==> config.mk <==
export PLATFORM = sky130hd
export DESIGN_NAME = pipeline_ctr_flat
export DESIGN_NICKNAME = d
export VERILOG_FILES = /design/src/rtl/pipeline_pkg.sv /design/src/rtl/pipeline_ctr_if.sv /design/src/rtl/hazard_detect.sv /design/src/rtl/pipeline_ctr.sv /design/src/flat_wrapper.sv
export SDC_FILE = /design/constraint.sdc
export NUM_CORES = 1
export LEC_CHECK = 0
export CAP_MARGIN = 15
export CORE_UTILIZATION = 39
export CTS_BUF_LIST = sky130_fd_sc_hd__clkbuf_2 sky130_fd_sc_hd__clkbuf_4 sky130_fd_sc_hd__clkbuf_8
export CTS_CLUSTER_SIZE = 28
export DETAILED_ROUTE_END_ITERATION = 10
export MAX_ROUTING_LAYER = met4
export PLACE_DENSITY_LB_ADDON = 0.2
export REMOVE_ABC_BUFFERS = 1
export SYNTH_ARGS = -nofsm -noshare
export SYNTH_HDL_FRONTEND = slang
export SYNTH_SLANG_ARGS = --single-unit
==> constraint.sdc <==
create_clock -name clk -period 5.2 [get_ports clk]
set_input_delay 0.52 -clock clk [delete_from_list [all_inputs] [get_ports clk]]
set_output_delay 0.52 -clock clk [all_outputs]
set_load 0.02 [all_outputs]
==> src/rtl/pipeline_pkg.sv <==
// Shared definitions for the pipeline hazard controller: FSM encoding,
// opcode constants and instruction field positions.
package pipeline_pkg;

    typedef enum logic {
        StRun    = 1'b0,
        StMdBusy = 1'b1
    } ctr_state_e;

    localparam logic [5:0] OP_LW = 6'b100011;

    localparam int unsigned OP_MSB = 31;
    localparam int unsigned OP_LSB = 26;
    localparam int unsigned RS_MSB = 25;
    localparam int unsigned RS_LSB = 21;
    localparam int unsigned RT_MSB = 20;
    localparam int unsigned RT_LSB = 16;

    localparam int unsigned MD_LAT_DEF = 4;

endpackage

==> src/rtl/pipeline_ctr_if.sv <==
// Pipeline <-> hazard controller bundle: stage instructions and events in,
// stage enables/flushes and stall statistics out.
interface pipeline_ctr_if #(
    parameter int unsigned CNT_W = 16
);
    logic [31:0]      id_inst;
    logic [31:0]      ex_inst;
    logic             ex_branch_taken;
    logic             md_start;
    logic             dmem_req;
    logic             dmem_ack;

    logic             pc_en;
    logic             if_id_en;
    logic             id_ex_en;
    logic             ex_mem_en;
    logic             mem_wb_en;
    logic             if_id_flush;
    logic             id_ex_flush;
    logic             ex_mem_flush;
    logic             mem_wb_flush;
    logic             stall;
    logic             md_done;
    logic [CNT_W-1:0] stall_cycles;

    modport master (
        output id_inst, ex_inst, ex_branch_taken, md_start, dmem_req, dmem_ack,
        input  pc_en, if_id_en, id_ex_en, ex_mem_en, mem_wb_en,
        input  if_id_flush, id_ex_flush, ex_mem_flush, mem_wb_flush,
        input  stall, md_done, stall_cycles
    );

    modport slave (
        input  id_inst, ex_inst, ex_branch_taken, md_start, dmem_req, dmem_ack,
        output pc_en, if_id_en, id_ex_en, ex_mem_en, mem_wb_en,
        output if_id_flush, id_ex_flush, ex_mem_flush, mem_wb_flush,
        output stall, md_done, stall_cycles
    );
endinterface

==> src/rtl/hazard_detect.sv <==
// Combinational load-use detector: a lw in EX whose destination is read by
// the instruction in ID.
module hazard_detect
    import pipeline_pkg::*;
(
    input  logic [31:0] i_id_inst,
    input  logic [31:0] i_ex_inst,
    output logic        o_load_use
);
    logic [4:0] w_ex_rt;
    logic [4:0] w_id_rs;
    logic [4:0] w_id_rt;
    logic       w_ex_is_lw;
    logic       w_unused_bits;

    assign w_ex_rt    = i_ex_inst[RT_MSB:RT_LSB];
    assign w_id_rs    = i_id_inst[RS_MSB:RS_LSB];
    assign w_id_rt    = i_id_inst[RT_MSB:RT_LSB];
    assign w_ex_is_lw = (i_ex_inst[OP_MSB:OP_LSB] == OP_LW);

    // $0 is hardwired zero, so a load into it never creates a dependency
    assign o_load_use = w_ex_is_lw && (w_ex_rt != 5'd0) &&
                        ((w_ex_rt == w_id_rs) || (w_ex_rt == w_id_rt));

    assign w_unused_bits = ^{i_id_inst[OP_MSB:OP_LSB], i_id_inst[15:0],
                             i_ex_inst[RS_MSB:RS_LSB], i_ex_inst[15:0]};
endmodule

==> src/rtl/pipeline_ctr.sv <==
// Five-stage pipeline hazard controller: memory wait, multi-cycle mul/div
// freeze, taken-branch flush, load-use bubble and a saturating stall counter.
module pipeline_ctr
    import pipeline_pkg::*;
#(
    parameter int unsigned MD_LAT = MD_LAT_DEF,
    parameter int unsigned CNT_W  = 16
) (
    input  logic           clk,
    input  logic           rst,
    pipeline_ctr_if.slave  bus
);
    localparam logic [3:0] MdInit = 4'(MD_LAT - 1);

    ctr_state_e       r_state;
    ctr_state_e       w_state_d;
    logic [3:0]       r_md_cnt;
    logic [3:0]       w_md_cnt_d;
    logic             r_br_pend;
    logic             w_br_pend_d;
    logic [CNT_W-1:0] r_stall_cycles;

    logic w_load_use;
    logic w_mem_wait;
    logic w_branch;
    logic w_stall;

    hazard_detect u_hazard_detect (
        .i_id_inst  (bus.id_inst),
        .i_ex_inst  (bus.ex_inst),
        .o_load_use (w_load_use)
    );

    assign w_mem_wait = bus.dmem_req & ~bus.dmem_ack;
    // A branch seen while memory stalls is remembered until its flush can go out
    assign w_branch   = bus.ex_branch_taken | r_br_pend;

    always_comb begin
        w_state_d   = r_state;
        w_md_cnt_d  = r_md_cnt;
        w_br_pend_d = r_br_pend;
        unique case (r_state)
            StRun: begin
                w_br_pend_d = w_branch & w_mem_wait;
                if (bus.md_start) begin
                    w_state_d  = StMdBusy;
                    w_md_cnt_d = MdInit;
                end
            end
            StMdBusy: begin
                w_md_cnt_d = r_md_cnt - 4'd1;
                if (r_md_cnt == 4'd1) begin
                    w_state_d = StRun;
                end
            end
            default: w_state_d = StRun;
        endcase
    end

    always_comb begin
        bus.pc_en        = 1'b1;
        bus.if_id_en     = 1'b1;
        bus.id_ex_en     = 1'b1;
        bus.ex_mem_en    = 1'b1;
        bus.mem_wb_en    = 1'b1;
        bus.if_id_flush  = 1'b0;
        bus.id_ex_flush  = 1'b0;
        bus.ex_mem_flush = 1'b0;
        bus.mem_wb_flush = 1'b0;
        bus.md_done      = 1'b0;
        if (rst) begin
            bus.pc_en        = 1'b0;
            bus.if_id_en     = 1'b0;
            bus.id_ex_en     = 1'b0;
            bus.ex_mem_en    = 1'b0;
            bus.mem_wb_en    = 1'b0;
            bus.if_id_flush  = 1'b1;
            bus.id_ex_flush  = 1'b1;
            bus.ex_mem_flush = 1'b1;
            bus.mem_wb_flush = 1'b1;
        end else begin
            // md_done tracks the freeze counter even while memory stalls
            bus.md_done = (r_state == StMdBusy) && (r_md_cnt == 4'd1);
            if (w_mem_wait) begin
                bus.pc_en        = 1'b0;
                bus.if_id_en     = 1'b0;
                bus.id_ex_en     = 1'b0;
                bus.ex_mem_en    = 1'b0;
                bus.mem_wb_en    = 1'b0;
                bus.mem_wb_flush = 1'b1;
            end else if ((r_state == StMdBusy) || bus.md_start) begin
                bus.pc_en        = 1'b0;
                bus.if_id_en     = 1'b0;
                bus.id_ex_en     = 1'b0;
                bus.ex_mem_flush = 1'b1;
            end else if (w_branch) begin
                bus.if_id_flush = 1'b1;
                bus.id_ex_flush = 1'b1;
            end else if (w_load_use) begin
                bus.pc_en       = 1'b0;
                bus.if_id_en    = 1'b0;
                bus.id_ex_flush = 1'b1;
            end
        end
    end

    assign w_stall = ~rst & ~(bus.pc_en & bus.if_id_en & bus.id_ex_en &
                              bus.ex_mem_en & bus.mem_wb_en);
    assign bus.stall        = w_stall;
    assign bus.stall_cycles = r_stall_cycles;

    always_ff @(posedge clk) begin
        if (rst) begin
            r_state        <= StRun;
            r_md_cnt       <= 4'd0;
            r_br_pend      <= 1'b0;
            r_stall_cycles <= '0;
        end else begin
            r_state   <= w_state_d;
            r_md_cnt  <= w_md_cnt_d;
            r_br_pend <= w_br_pend_d;
            if (w_stall && (r_stall_cycles != {CNT_W{1'b1}})) begin
                r_stall_cycles <= r_stall_cycles + 1'b1;
            end
        end
    end
endmodule
==> src/flat_wrapper.sv <==
// flat-port wrapper written by rule: the top's interface ports become plain ports
module pipeline_ctr_flat import pipeline_pkg::*;
#(
    parameter int unsigned MD_LAT = MD_LAT_DEF,
    parameter int unsigned CNT_W  = 16
)
  (clk, rst, bus_id_inst, bus_ex_inst, bus_ex_branch_taken, bus_md_start, bus_dmem_req, bus_dmem_ack, bus_pc_en, bus_if_id_en, bus_id_ex_en, bus_ex_mem_en, bus_mem_wb_en, bus_if_id_flush, bus_id_ex_flush, bus_ex_mem_flush, bus_mem_wb_flush, bus_stall, bus_md_done, bus_stall_cycles);
  pipeline_ctr_if #(.CNT_W(CNT_W)) bus_i ();
  input  logic clk;
  input  logic rst;
  input wire logic [$bits(bus_i.id_inst)-1:0] bus_id_inst;
  input wire logic [$bits(bus_i.ex_inst)-1:0] bus_ex_inst;
  input wire logic [$bits(bus_i.ex_branch_taken)-1:0] bus_ex_branch_taken;
  input wire logic [$bits(bus_i.md_start)-1:0] bus_md_start;
  input wire logic [$bits(bus_i.dmem_req)-1:0] bus_dmem_req;
  input wire logic [$bits(bus_i.dmem_ack)-1:0] bus_dmem_ack;
  output wire logic [$bits(bus_i.pc_en)-1:0] bus_pc_en;
  output wire logic [$bits(bus_i.if_id_en)-1:0] bus_if_id_en;
  output wire logic [$bits(bus_i.id_ex_en)-1:0] bus_id_ex_en;
  output wire logic [$bits(bus_i.ex_mem_en)-1:0] bus_ex_mem_en;
  output wire logic [$bits(bus_i.mem_wb_en)-1:0] bus_mem_wb_en;
  output wire logic [$bits(bus_i.if_id_flush)-1:0] bus_if_id_flush;
  output wire logic [$bits(bus_i.id_ex_flush)-1:0] bus_id_ex_flush;
  output wire logic [$bits(bus_i.ex_mem_flush)-1:0] bus_ex_mem_flush;
  output wire logic [$bits(bus_i.mem_wb_flush)-1:0] bus_mem_wb_flush;
  output wire logic [$bits(bus_i.stall)-1:0] bus_stall;
  output wire logic [$bits(bus_i.md_done)-1:0] bus_md_done;
  output wire logic [$bits(bus_i.stall_cycles)-1:0] bus_stall_cycles;
  assign bus_i.id_inst = bus_id_inst;
  assign bus_i.ex_inst = bus_ex_inst;
  assign bus_i.ex_branch_taken = bus_ex_branch_taken;
  assign bus_i.md_start = bus_md_start;
  assign bus_i.dmem_req = bus_dmem_req;
  assign bus_i.dmem_ack = bus_dmem_ack;
  assign bus_pc_en = bus_i.pc_en;
  assign bus_if_id_en = bus_i.if_id_en;
  assign bus_id_ex_en = bus_i.id_ex_en;
  assign bus_ex_mem_en = bus_i.ex_mem_en;
  assign bus_mem_wb_en = bus_i.mem_wb_en;
  assign bus_if_id_flush = bus_i.if_id_flush;
  assign bus_id_ex_flush = bus_i.id_ex_flush;
  assign bus_ex_mem_flush = bus_i.ex_mem_flush;
  assign bus_mem_wb_flush = bus_i.mem_wb_flush;
  assign bus_stall = bus_i.stall;
  assign bus_md_done = bus_i.md_done;
  assign bus_stall_cycles = bus_i.stall_cycles;
  pipeline_ctr #(.MD_LAT(MD_LAT), .CNT_W(CNT_W)) u_core (.clk(clk), .rst(rst), .bus(bus_i));
endmodule
==> flow_summary.json <==
{
  "run_status": "completed",
  "layout_min_cycle_time_ps": 3410,
  "synth_edf_count": 0,
  "initial_utilization_pct": 40.9,
  "worst_hold_startpoint": "u_core.r_md_cnt[3]",
  "critPathRequiredTime_ps": 4680,
  "dp_hpwl_mm": 2.53,
  "h_tree_lvl_count": 1,
  "floorplan.core_area_sq_mm": 0.00334,
  "floorplan.io_pins": 97,
  "maxClockFrequency_ghz": 0.294,
  "timing.setup.tns_ps": 0,
  "grtUsageMet1_pct": 22.0,
  "power-per-cell-area_mw_per_mm2": 193,
  "total_die_area_sq_mm": 0.00374,
  "final_std_cell_area_no_fill_sq_mm": 0.00194,
  "antenna_violations_before_repair": 0,
  "port_buffer_count": 53,
  "whs_endpoint": "u_core.r_md_cnt[3]",
  "tritoncts.num_buffers": 3,
  "regToRegEndpoint": "u_core.bus.stall_cycles[15]",
  "die_height_microns": 61.2,
  "area_growth_syn_to_layout_pct": 41.8,
  "post_cts.resized_instances": 0,
  "die_w_microns": 61.2,
  "critPathMaxStageDelay_ps": 730,
  "post_synth_inst_count": 163,
  "yosys_warnings": 0,
  "drv_slew": 0,
  "synth-async-reset-ratio_pct": 0,
  "cts.reportedPaths.clkPinSlew_ps": 120,
  "synth_top_flop_cell": "dfxtp_1",
  "crit_top_cell": "clkdlybuf4s50_1",
  "timing.final.hold_violations": 0,
  "leakagePower_uw": 0.000631,
  "ant_nets": 0,
  "cts_tree": "built",
  "cpLargestDelayFamily": "buffers and inverters",
  "setup-violations-final": 0,
  "placement.cell_area_sq_mm": 0.00190,
  "final_min_period_over_clock_period_pct": 65.5,
  "yosysTopAreaCellShare_pct": 32.2,
  "vias_per_cell": 5.36,
  "grt_residual_overflow": 0,
  "r2r_start": "u_core.bus.stall_cycles[7]",
  "routed_wire_length_per_instance_microns": 13.0,
  "ff2ff_setup_slack_ps": 2580,
  "synth.largest_area_cell": "dfxtp_1",
  "globalRoute.busiestLayer": "met2",
  "grt_use_met2_pct": 33.2,
  "largest_net_degree_at_the_start_of_global_routing": 32,
  "path_cells": "clkdlybuf4s50_1 -> nor4_1 -> a2111oi_2 -> a21boi_0 -> clkdlybuf4s50_1",
  "maxSlewHeadroom_pct": 27.9,
  "wirelength_mm": 3.36,
  "max_cap_violations": 0,
  "syn-mean-instance-area_sq_um": 8.38,
  "number_of_global_route_vias_before_repair": 1254,
  "tritoncts_num_sinks": 22,
  "grt_first_pass_wirelength_mm": 5.24,
  "postCtsSetupRepairBufs": 0,
  "drt-pass1-iter-count": 4,
  "sequential_fraction_of_the_synthesis_area_pct": 32.2,
  "worst_hold_slack_ps": 502,
  "rsz0062_at_grt": "no",
  "global_route.usage.met3_pct": 3.36,
  "ys_types": 47,
  "worst_hold_path_type": "register to register",
  "detailed_route_iter0_violations": 49,
  "cp.arrival_ps": 2890,
  "cp.buffers_inverters": 2,
  "cts_max_path_buffers": 2,
  "ys_ff_latch": 22,
  "critPathLaunchType": "primary input",
  "critical_path_peak_fanout": 5,
  "post_cts_hold_buffer_count": 0,
  "number_of_nets_in_the_layout": 287,
  "worstHoldPathCells": 1,
  "worst-slew-pin-transition_ps": 1080,
  "worst_r2r_path_depth": 6,
  "skew_ps": 13.2,
  "routabilityCongestion": 0.741,
  "grt.total_usage_pct": 18.8,
  "vias": 1388,
  "slowest_stage": "clkdlybuf4s50_1",
  "antenna_cells_inserted": 0,
  "drcViolationCount": 0,
  "critPathCaptureType": "output port",
  "timing.setup.critical_path_class": "primary input to output port",
  "synth_area_sq_mm": 0.00137,
  "clk_latency_ps": 310,
  "synth.top_cells.by_area": "dfxtp_1 (32%), xnor2_1 (6.4%), a21oi_1 (4.4%)",
  "num_rows": 21,
  "vdd.ir_drop.worst_v": 0.000123,
  "clock_tree.root_cell": "clkbuf_4",
  "layout-drive-gt1-share_pct": 9.86
}
==> power by group <==
part / switching, uW / internal (uW)
Clock: 52.0 / 42.7
Combinational: 44.0 / 49.8
Sequential: 8.99 / 175
Total: 105 / 268
==> synth_stat cells, drive strengths merged (4+ instances only) <==
cell / number
or2: 4
nor2: 9
nand2: 6
o21ai: 8
nand3: 8
nor3: 5
nor2b: 4
xnor2: 10
or4: 6
buf: 6
o31ai: 6
nand4: 5
inv: 10
a21oi: 15
dfxtp: 22
or3: 6
==> state kept, by name (all words and copies together) (netlist names) <==
name and cells:
u_core.bus.stall_cycles 16, u_core.r_md_cnt 4, u_core.r_br_pend 1, u_core.r_state 1
==> cell type report <==
type / count / area, sq um
Tap cell: 46 / 57.6
Sequential cell: 22 / 440
Inverter: 10 / 37.5
Fill cell: 306 / 1400
Timing Repair Buffer: 54 / 538
Clock buffer: 4 / 36.3
Multi-Input combinational cell: 123 / 827
==> how the worst max path moves through the flow <==
stage / start / end / slack, ps / cells past startpoint
after floorplan: bus_md_start / bus_stall / 1920 / 5
after global placement: bus_ex_inst[17] / bus_if_id_en / 1800 / 5
after detailed placement: bus_ex_inst[17] / bus_if_id_en / 1730 / 5
after CTS: bus_ex_inst[17] / bus_if_id_en / 1730 / 5
after global routing: bus_ex_inst[17] / bus_if_id_en / 1600 / 5
final: bus_ex_inst[17] / bus_if_id_en / 1790 / 5
==> kinds of logic (layout without fill, tap and decap cells) <==
group,Yosys count,in the layout,share of synthesized area (%)
and+or+nand+nor,65,65,28.5
AOI/OAI and AO/OA,43,43,21.4
DFF,22,22,32.2
buffers and inverters,18,68,7.23
xor gates and xnor gates,11,11,7.05
adders and majority gates,3,3,2.75
muxes,1,1,0.824
==> cell usage in the layout (no fill, tap or decap), types with 2 or more instances in the layout <==
cell type	count
clkdlybuf4s50_1	53
dfxtp_1	22
a21oi_1	12
inv_1	10
xnor2_1	10
nor2_1	9
nand3_1	8
nand2_1	6
o31ai_1	6
or4_1	6
nor3_1	5
nand4_1	5
or2_2	4
nor2b_1	4
or3_1	4
o21ai_0	4
a211oi_1	3
a21oi_2	3
ha_1	3
clkbuf_4	3
o22ai_1	2
nor4_1	2
o21ai_1	2
or3_2	2
a311oi_1	2
o21ai_2	2
nand3b_1	2
==> stage by stage <==
stage          total power [uW]  util [%]  std cells  worst slack, ps
4_1_cts                     376      58.0        259             1730
2_1_floorplan               232         -        155             1920
3_3_place_gp                279      57.0        255             1800
5_1_grt                     394      58.0        259             1600
3_5_place_dp                282      57.0        255             1730
6_report                    373      58.0        259             1790
==> metal layers <==
layer  vias up  share of wire, %
met1       630                45
met4         0              0.60
met3         2               8.8
li1        704                 -
met2        52                45
met5         -                 0
Note: power is estimated with default switching activity, not from simulation.
